### config.mk
export PLATFORM = sky130hd
export DESIGN_NAME = ps_ddr_axi_bridge_flat
export DESIGN_NICKNAME = d
export VERILOG_FILES = /design/src/rtl/ps_ddr_axi_bridge_if.sv /design/src/rtl/ps_ddr_axi_bridge.sv /design/src/flat_wrapper.sv
export SDC_FILE = /design/constraint.sdc
export NUM_CORES = 1
export LEC_CHECK = 0
export ABC_CLOCK_PERIOD_IN_PS = 2700
export BUFFER_PORTS_ARGS = -buffer_cell sky130_fd_sc_hd__buf_2
export CELL_PAD_IN_SITES_DETAIL_PLACEMENT = 2
export CELL_PAD_IN_SITES_GLOBAL_PLACEMENT = 2
export CORE_AREA = 2 2 310 312
export DETAILED_ROUTE_END_ITERATION = 7
export DIE_AREA = 0 0 312 314
export GPL_ROUTABILITY_DRIVEN = 0
export PLACE_DENSITY = 0.53
export SKIP_LAST_GASP = 1
export SYNTH_ARGS = -nofsm -noshare
export SYNTH_HDL_FRONTEND = slang
export SYNTH_SLANG_ARGS = --single-unit
### constraint.sdc
create_clock -name clk -period 2.7 [get_ports clk]
set_input_delay 0.81 -clock clk [delete_from_list [all_inputs] [get_ports clk]]
set_output_delay 0.81 -clock clk [all_outputs]
set_load 0.02 [all_outputs]
### src/rtl/ps_ddr_axi_bridge_if.sv
// AXI4 bus between the PS DDR bridge (master) and the memory-side slave.
// Fixed 16-byte beats; only incrementing bursts are issued.
interface ps_ddr_axi_bridge_if #(
  parameter int ADDR_W = 49,
  parameter int DATA_W = 128
);
  logic [ADDR_W-1:0]   awaddr;
  logic [7:0]          awlen;
  logic [2:0]          awsize;
  logic [1:0]          awburst;
  logic                awvalid;
  logic                awready;
  logic [DATA_W-1:0]   wdata;
  logic [DATA_W/8-1:0] wstrb;
  logic                wlast;
  logic                wvalid;
  logic                wready;
  logic [1:0]          bresp;
  logic                bvalid;
  logic                bready;
  logic [ADDR_W-1:0]   araddr;
  logic [7:0]          arlen;
  logic [2:0]          arsize;
  logic [1:0]          arburst;
  logic                arvalid;
  logic                arready;
  logic [DATA_W-1:0]   rdata;
  logic [1:0]          rresp;
  logic                rlast;
  logic                rvalid;
  logic                rready;

  modport master (
    output awaddr, awlen, awsize, awburst, awvalid, input awready,
    output wdata, wstrb, wlast, wvalid, input wready,
    input  bresp, bvalid, output bready,
    output araddr, arlen, arsize, arburst, arvalid, input arready,
    input  rdata, rresp, rlast, rvalid, output rready
  );

  modport slave (
    input  awaddr, awlen, awsize, awburst, awvalid, output awready,
    input  wdata, wstrb, wlast, wvalid, output wready,
    output bresp, bvalid, input bready,
    input  araddr, arlen, arsize, arburst, arvalid, output arready,
    output rdata, rresp, rlast, rvalid, input rready
  );
endinterface

### src/rtl/ps_ddr_axi_bridge.sv
// Turns commands from a FWFT command FIFO into single AXI4 bursts, streaming
// write beats from a data FIFO and pushing read beats into a read FIFO.
module ps_ddr_axi_bridge #(
  parameter int ADDR_W = 49,
  parameter int DATA_W = 128
) (
  input  logic                 clk,
  input  logic                 rst_n,
  input  logic [63:0]          fifo_dout_cmd,
  input  logic                 fifo_empty_cmd,
  output logic                 fifo_rd_en_cmd,
  input  logic [DATA_W-1:0]    fifo_dout_wr,
  input  logic                 fifo_empty_wr,
  output logic                 fifo_rd_en_wr,
  output logic [DATA_W-1:0]    fifo_din_rd,
  output logic                 fifo_wr_en_rd,
  input  logic                 fifo_full_rd,
  ps_ddr_axi_bridge_if.master  axi,
  output logic                 busy,
  output logic [31:0]          wr_burst_cnt,
  output logic [31:0]          rd_burst_cnt,
  output logic                 resp_err
);

  typedef enum logic [2:0] {
    IDLE     = 3'd0,
    WR_BURST = 3'd1,
    WR_RESP  = 3'd2,
    RD_ADDR  = 3'd3,
    RD_DATA  = 3'd4
  } state_t;

  state_t            state_r;
  logic [ADDR_W-1:0] addr_r;
  logic [7:0]        len_r;
  logic [8:0]        beat_r;
  logic              aw_done_r;
  logic              awvalid_r;
  logic              arvalid_r;
  logic              bready_r;
  logic              busy_r;
  logic [31:0]       wr_cnt_r;
  logic [31:0]       rd_cnt_r;
  logic              err_r;

  logic w_open_s;
  logic wvalid_s;
  logic wlast_s;
  logic w_hs_s;
  logic aw_hs_s;
  logic rready_s;
  logic r_hs_s;
  logic last_beat_s;
  logic unused_s;

  // Beat-level handshake qualifiers; the 9-bit beat index lets awlen=255 reach 256 beats.
  always_comb begin
    last_beat_s = (beat_r == {1'b0, len_r});
    w_open_s    = (state_r == WR_BURST) && (beat_r <= {1'b0, len_r});
    wvalid_s    = w_open_s && !fifo_empty_wr;
    wlast_s     = w_open_s && last_beat_s;
    w_hs_s      = wvalid_s && axi.wready;
    aw_hs_s     = awvalid_r && axi.awready;
    rready_s    = (state_r == RD_DATA) && !fifo_full_rd;
    r_hs_s      = rready_s && axi.rvalid;
  end

  // Burst sequencer: one outstanding transaction, AW and W run independently.
  always_ff @(posedge clk or negedge rst_n) begin
    if (!rst_n) begin
      state_r   <= IDLE;
      addr_r    <= {ADDR_W{1'b0}};
      len_r     <= 8'd0;
      beat_r    <= 9'd0;
      aw_done_r <= 1'b0;
      awvalid_r <= 1'b0;
      arvalid_r <= 1'b0;
      bready_r  <= 1'b0;
      busy_r    <= 1'b0;
      wr_cnt_r  <= 32'd0;
      rd_cnt_r  <= 32'd0;
      err_r     <= 1'b0;
    end else begin
      case (state_r)
        IDLE: begin
          if (!fifo_empty_cmd) begin
            addr_r    <= fifo_dout_cmd[12 +: ADDR_W];
            len_r     <= fifo_dout_cmd[11:4];
            beat_r    <= 9'd0;
            aw_done_r <= 1'b0;
            busy_r    <= 1'b1;
            if (fifo_dout_cmd[63]) begin
              arvalid_r <= 1'b1;
              state_r   <= RD_ADDR;
            end else begin
              awvalid_r <= 1'b1;
              state_r   <= WR_BURST;
            end
          end
        end
        WR_BURST: begin
          if (aw_hs_s) begin
            awvalid_r <= 1'b0;
            aw_done_r <= 1'b1;
          end
          if (w_hs_s) begin
            beat_r <= beat_r + 9'd1;
          end
          // Both the address and the final data beat may land in either order.
          if ((aw_done_r || aw_hs_s) &&
              ((beat_r > {1'b0, len_r}) || (w_hs_s && wlast_s))) begin
            bready_r <= 1'b1;
            state_r  <= WR_RESP;
          end
        end
        WR_RESP: begin
          if (axi.bvalid) begin
            bready_r <= 1'b0;
            busy_r   <= 1'b0;
            wr_cnt_r <= wr_cnt_r + 32'd1;
            state_r  <= IDLE;
            if (axi.bresp != 2'b00) begin
              err_r <= 1'b1;
            end
          end
        end
        RD_ADDR: begin
          if (axi.arready) begin
            arvalid_r <= 1'b0;
            state_r   <= RD_DATA;
          end
        end
        RD_DATA: begin
          if (r_hs_s) begin
            beat_r <= beat_r + 9'd1;
            if ((axi.rresp != 2'b00) || (axi.rlast != last_beat_s)) begin
              err_r <= 1'b1;
            end
            if (axi.rlast) begin
              busy_r   <= 1'b0;
              rd_cnt_r <= rd_cnt_r + 32'd1;
              state_r  <= IDLE;
            end
          end
        end
        default: begin
          awvalid_r <= 1'b0;
          arvalid_r <= 1'b0;
          bready_r  <= 1'b0;
          busy_r    <= 1'b0;
          state_r   <= IDLE;
        end
      endcase
    end
  end

  assign axi.awaddr  = addr_r;
  assign axi.awlen   = len_r;
  assign axi.awsize  = 3'b100;
  assign axi.awburst = 2'b01;
  assign axi.awvalid = awvalid_r;
  assign axi.wdata   = fifo_dout_wr;
  assign axi.wstrb   = {(DATA_W/8){1'b1}};
  assign axi.wlast   = wlast_s;
  assign axi.wvalid  = wvalid_s;
  assign axi.bready  = bready_r;
  assign axi.araddr  = addr_r;
  assign axi.arlen   = len_r;
  assign axi.arsize  = 3'b100;
  assign axi.arburst = 2'b01;
  assign axi.arvalid = arvalid_r;
  assign axi.rready  = rready_s;

  // The pop is gated by rst_n so it stays low while reset is held.
  assign fifo_rd_en_cmd = rst_n && (state_r == IDLE) && !fifo_empty_cmd;
  assign fifo_rd_en_wr  = w_hs_s;
  assign fifo_wr_en_rd  = r_hs_s;
  assign fifo_din_rd    = axi.rdata;

  assign busy         = busy_r;
  assign wr_burst_cnt = wr_cnt_r;
  assign rd_burst_cnt = rd_cnt_r;
  assign resp_err     = err_r;

  assign unused_s = ^{fifo_dout_cmd[62:61], fifo_dout_cmd[3:0]};

endmodule
### src/flat_wrapper.sv
// flat-port wrapper written by rule: the top's interface ports become plain ports
module ps_ddr_axi_bridge_flat 
#(
  parameter int ADDR_W = 49,
  parameter int DATA_W = 128
)
  (clk, rst_n, fifo_dout_cmd, fifo_empty_cmd, fifo_rd_en_cmd, fifo_dout_wr, fifo_empty_wr, fifo_rd_en_wr, fifo_din_rd, fifo_wr_en_rd, fifo_full_rd, busy, wr_burst_cnt, rd_burst_cnt, resp_err, axi_awaddr, axi_awlen, axi_awsize, axi_awburst, axi_awvalid, axi_awready, axi_wdata, axi_wstrb, axi_wlast, axi_wvalid, axi_wready, axi_bresp, axi_bvalid, axi_bready, axi_araddr, axi_arlen, axi_arsize, axi_arburst, axi_arvalid, axi_arready, axi_rdata, axi_rresp, axi_rlast, axi_rvalid, axi_rready);
  ps_ddr_axi_bridge_if #(.ADDR_W(ADDR_W), .DATA_W(DATA_W)) axi_i ();
  input  logic clk;
  input  logic rst_n;
  input  logic [63:0] fifo_dout_cmd;
  input  logic fifo_empty_cmd;
  output logic fifo_rd_en_cmd;
  input  logic [DATA_W-1:0] fifo_dout_wr;
  input  logic fifo_empty_wr;
  output logic fifo_rd_en_wr;
  output logic [DATA_W-1:0] fifo_din_rd;
  output logic fifo_wr_en_rd;
  input  logic fifo_full_rd;
  output logic busy;
  output logic [31:0] wr_burst_cnt;
  output logic [31:0] rd_burst_cnt;
  output logic resp_err;
  output wire logic [$bits(axi_i.awaddr)-1:0] axi_awaddr;
  output wire logic [$bits(axi_i.awlen)-1:0] axi_awlen;
  output wire logic [$bits(axi_i.awsize)-1:0] axi_awsize;
  output wire logic [$bits(axi_i.awburst)-1:0] axi_awburst;
  output wire logic [$bits(axi_i.awvalid)-1:0] axi_awvalid;
  input wire logic [$bits(axi_i.awready)-1:0] axi_awready;
  output wire logic [$bits(axi_i.wdata)-1:0] axi_wdata;
  output wire logic [$bits(axi_i.wstrb)-1:0] axi_wstrb;
  output wire logic [$bits(axi_i.wlast)-1:0] axi_wlast;
  output wire logic [$bits(axi_i.wvalid)-1:0] axi_wvalid;
  input wire logic [$bits(axi_i.wready)-1:0] axi_wready;
  input wire logic [$bits(axi_i.bresp)-1:0] axi_bresp;
  input wire logic [$bits(axi_i.bvalid)-1:0] axi_bvalid;
  output wire logic [$bits(axi_i.bready)-1:0] axi_bready;
  output wire logic [$bits(axi_i.araddr)-1:0] axi_araddr;
  output wire logic [$bits(axi_i.arlen)-1:0] axi_arlen;
  output wire logic [$bits(axi_i.arsize)-1:0] axi_arsize;
  output wire logic [$bits(axi_i.arburst)-1:0] axi_arburst;
  output wire logic [$bits(axi_i.arvalid)-1:0] axi_arvalid;
  input wire logic [$bits(axi_i.arready)-1:0] axi_arready;
  input wire logic [$bits(axi_i.rdata)-1:0] axi_rdata;
  input wire logic [$bits(axi_i.rresp)-1:0] axi_rresp;
  input wire logic [$bits(axi_i.rlast)-1:0] axi_rlast;
  input wire logic [$bits(axi_i.rvalid)-1:0] axi_rvalid;
  output wire logic [$bits(axi_i.rready)-1:0] axi_rready;
  assign axi_awaddr = axi_i.awaddr;
  assign axi_awlen = axi_i.awlen;
  assign axi_awsize = axi_i.awsize;
  assign axi_awburst = axi_i.awburst;
  assign axi_awvalid = axi_i.awvalid;
  assign axi_i.awready = axi_awready;
  assign axi_wdata = axi_i.wdata;
  assign axi_wstrb = axi_i.wstrb;
  assign axi_wlast = axi_i.wlast;
  assign axi_wvalid = axi_i.wvalid;
  assign axi_i.wready = axi_wready;
  assign axi_i.bresp = axi_bresp;
  assign axi_i.bvalid = axi_bvalid;
  assign axi_bready = axi_i.bready;
  assign axi_araddr = axi_i.araddr;
  assign axi_arlen = axi_i.arlen;
  assign axi_arsize = axi_i.arsize;
  assign axi_arburst = axi_i.arburst;
  assign axi_arvalid = axi_i.arvalid;
  assign axi_i.arready = axi_arready;
  assign axi_i.rdata = axi_rdata;
  assign axi_i.rresp = axi_rresp;
  assign axi_i.rlast = axi_rlast;
  assign axi_i.rvalid = axi_rvalid;
  assign axi_rready = axi_i.rready;
  ps_ddr_axi_bridge #(.ADDR_W(ADDR_W), .DATA_W(DATA_W)) u_core (.clk(clk), .rst_n(rst_n), .fifo_dout_cmd(fifo_dout_cmd), .fifo_empty_cmd(fifo_empty_cmd), .fifo_rd_en_cmd(fifo_rd_en_cmd), .fifo_dout_wr(fifo_dout_wr), .fifo_empty_wr(fifo_empty_wr), .fifo_rd_en_wr(fifo_rd_en_wr), .fifo_din_rd(fifo_din_rd), .fifo_wr_en_rd(fifo_wr_en_rd), .fifo_full_rd(fifo_full_rd), .axi(axi_i), .busy(busy), .wr_burst_cnt(wr_burst_cnt), .rd_burst_cnt(rd_burst_cnt), .resp_err(resp_err));
endmodule
==> metrics.yaml <==
logic_synthesis:
  ys_seq_area_share_pct: 39.54
  synth_cell_types: 52
  ys_async_sr_fraction_pct: 100.0
  synth_area_um2: 8796
  ys.flop_type: "dfrtp_1"
  postSynthCellCount: 983
  synth_edf_count: 0
  yosys_warnings: 0
  postSynthAreaPerCell_um2: 8.948
  ys_ff_latch: 139
critical_path:
  cp_num_buf_inv: 3
  ff2ff_setup_slack_ns: 0.33
  worstSetupEndpoint: "axi_wvalid"
  cpPeakStageDelay_ns: 0.39
  slowest_stage: "dfrtp_1"
  crit_arrival_ns: 2.25
  timing.rr.start: "u_core.state_r[0]"
  cp.depth: 8
  reg2regPathDepth: 8
  critPathLaunchType: "flop"
  path_cells: "inv_2 > ha_4 > a21o_1 > a211o_1 > o21ai_2 > buf_4 > o21a_1 > buf_6"
  cp-end-kind: "output pin"
  cp_max_fo: 2
  crit_start: "u_core.axi.arlen[6]"
  reg2reg_to: "u_core.wr_burst_cnt[25]"
  crit_type: "flop to output pin"
  crit_required_ns: 1.89
  crit_family: "compound AO/OA/AOI/OAI gates"
clock_tree:
  clock-sinks: 139
  cts_root_buf: "clkbuf_16"
  numCtsBuffers: 17
  clk_pin_slew_ns: 0.07
  clockBufferDepth: 2
  cts_tree: "built"
  insertion_delay_ns: 0.49
  cts_hold_buf: 0
  htreeDepth: 4
cells_and_area:
  num_antenna_cells: 0
  fillers: 11230
  multiInputGateArea_um2: 2806
  fin_nets: 1326
  layout-drive-gt1-share_pct: 38.81
  seq_area_um2: 3482
  area_delta_synth_final_pct: 17.44
timing:
  finalCritPeriodShare_pct: 113.2
  layout_setup_ws_ns: -0.3572
  slew_viol_final: 0
  rsz0062_at_grt: "yes"
  hold_violations: 0
  relSlewSlack_pct: 34.92
  tightestPinTransition_ns: 0.9762
  fin_crit_ns: 3.057
  final.setup.tns_ns: -0.9382
  fmax_mhz: 327.1
  finalClockSkew_ns: 0.01074
  setup_viol: 3
hold_path:
  hold_class: "input port to async pin"
detailed_routing:
  wl_per_cell_um: 16.18
  via_count: 6392
  initialDrtViolationCount: 163
  drc: 0
  wl_um: 36510
  vias_per_cell: 2.832
  drtAntennaViolNets: 0
  first_pass_iters: 4
job:
  cap_violations: 0
placed_design:
  hpwl_um: 29340
  place_ws_ns: -0.005754
  numPortBuffers: 261
global_routing:
  grt_pass1_vias: 7014
  grt_util_all_layers_pct: 7.466
  antenna_found_initial: 3
  grt_max_degree: 72
  grt_pass1_wl_um: 51540
  overflow: 0
power:
  p_leak_nw: 4.978
  ir_worst_vdd_uv: 475.6
  power.density_nw_per_um2: 984.4
floorplan:
  die-height_um: 314
  io_pins: 806
  start_util_pct: 9.313
  die-area_um2: 97970
  row_count: 113
  die_width_um: 312
  core_um2: 94450
status:
  status: "finished with violations"
  violations: "setup timing"
sequential cells by signal, indices dropped and copies added (netlist names), 3 cells and up:
name / cells
u_core.axi.arlen: 8
u_core.wr_burst_cnt: 32
u_core.beat_r: 9
u_core.state_r: 3
u_core.axi.araddr: 49
u_core.rd_burst_cnt: 32
logic make-up (layout without fill, tap and decap cells):
logic type / after synthesis / count (layout) / share of synthesized area [%]
buffers and inverters: 376 / 361 / 30.73
and+or+nand+nor: 332 / 332 / 17.14
DFF: 139 / 139 / 39.54
xor gates and xnor gates: 63 / 63 / 6.273
AOI/OAI and AO/OA: 49 / 49 / 3.371
adders and majority gates: 11 / 11 / 1.565
muxes: 11 / 11 / 1.294
other: 2 / 26 / 0.08538
final cells by class:
| class | count | area share [%] |
|---|---|---|
| Inverter | 15 | 0.5451 |
| Clock buffer | 18 | 4.251 |
| Sequential cell | 139 | 33.71 |
| Tap cell | 1265 | 15.32 |
| Multi-Input combinational cell | 492 | 27.17 |
| Timing Repair Buffer | 315 | 17.16 |
| Clock inverter | 13 | 1.841 |
report_power, final:
part	switching, mW	total (mW)	internal (mW)
Sequential	0.464	3.07	2.61
Combinational	2.87	4.38	1.51
Clock	1.15	2.72	1.57
Total	4.48	10.2	5.69
how the worst min path moves through the flow:
stage	start	endpoint	slack, ns	cells after the start
6_report	rst_n	u_core.wr_burst_cnt[23]	0.30	2
3_5_place_dp	u_core.rd_burst_cnt[31]	u_core.rd_burst_cnt[31]	0.47	1
4_1_cts	rst_n	u_core.wr_burst_cnt[23]	0.23	2
2_1_floorplan	u_core.aw_done_r	u_core.aw_done_r	0.45	2
5_1_grt	rst_n	u_core.wr_burst_cnt[23]	0.25	2
3_3_place_gp	u_core.wr_burst_cnt[31]	u_core.wr_burst_cnt[31]	0.45	1
cell usage after synthesis, types with 2 or more instances:
master,number,area [µm²]
buf_4,341,2560
nand2_1,210,788.3
dfrtp_1,139,3478
xnor2_1,41,359.1
nor2_1,25,93.84
xor2_1,22,192.7
nand3_1,21,105.1
o21ai_0,20,100.1
nand4_1,17,106.4
clkbuf_1,14,52.55
inv_1,14,52.55
a21oi_1,12,60.06
and3_1,11,68.82
ha_1,11,137.6
nor3_1,10,50.05
mux2i_1,8,80.08
or2_2,7,43.79
a21o_1,4,30.03
and2_1,4,25.02
nor2_2,4,25.02
a211oi_1,3,22.52
and4_1,3,26.28
buf_2,3,15.01
mux2_2,3,33.78
nand2b_1,3,18.77
nor2b_1,3,18.77
buf_1,2,7.510
conb_1,2,7.510
o21a_1,2,15.01
or2_1,2,12.51
cells in the final DEF, fill, tap and decap left out, types with 3 or more instances in the layout:
| cell | Yosys | layout |
|---|---|---|
| clkbuf_16 | 0 | 17 |
| buf_4 | 341 | 53 |
| dfrtp_1 | 139 | 136 |
| and2_1 | 4 | 3 |
| buf_12 | 0 | 3 |
| nor2_1 | 25 | 25 |
| o21ai_0 | 20 | 18 |
| mux2_2 | 3 | 3 |
| xor2_1 | 22 | 22 |
| a21oi_1 | 12 | 11 |
| or2_2 | 7 | 6 |
| nor2b_1 | 3 | 3 |
| ha_1 | 11 | 7 |
| buf_6 | 1 | 3 |
| conb_1 | 2 | 26 |
| nand3_1 | 21 | 21 |
| bufinv_16 | 0 | 4 |
| nand4_1 | 17 | 17 |
| xnor2_1 | 41 | 41 |
| buf_2 | 3 | 256 |
| clkinv_4 | 0 | 4 |
| nor3_1 | 10 | 9 |
| nand2b_1 | 3 | 3 |
| inv_2 | 0 | 4 |
| dfrtp_2 | 0 | 3 |
| inv_1 | 14 | 10 |
| mux2i_1 | 8 | 8 |
| a211oi_1 | 3 | 3 |
| nor2_2 | 4 | 4 |
| and3_1 | 11 | 10 |
| ha_4 | 0 | 4 |
| nand2_1 | 210 | 209 |
| a21o_1 | 4 | 4 |
worst register-to-register path: stages, from the launching register on:
cell and delay [ns]:
dfrtp_2 0.45, buf_4 0.15, buf_4 0.12, and4bb_1 0.33, nand4_4 0.13, or3_4 0.44, or2_1 0.36, nor2_2 0.15
xor2_1 0.17
through the flow:
stage / utilization, % / instance area, µm² / total power, mW / instances / hold slack (ns)
2_1_floorplan: - / 8886 / 6.444 / 1007 / 0.4493
3_3_place_gp: 10.05 / 9494 / 7.269 / 2213 / 0.4513
3_5_place_dp: 10.05 / 9494 / 7.363 / 2213 / 0.4733
4_1_cts: 10.79 / 10190 / 10.35 / 2245 / 0.2265
5_1_grt: 10.94 / 10330 / 10.91 / 2257 / 0.2527
6_report: 10.94 / 10330 / 10.17 / 2257 / 0.2995
per-layer routing:
layer | routed length, µm | GRT usage [%] | vias to the layer above
met1 | 12490 | 7.159 | 3097
met5 | 200 | 1.354 | -
met3 | 4304 | 4.473 | 113
met4 | 2004 | 4.928 | 6
li1 | - | - | 2749
met2 | 17510 | 11.95 | 427
repair_timing:
action / 4_1_cts / 5_1_grt
endpoints found under the setup margin: 4 / 4
pin swaps: 6 / 10
gates resized for setup: 19 / 9
setup buffers: 1 / 12
No activity file was read; power rests on OpenSTA's default activity.
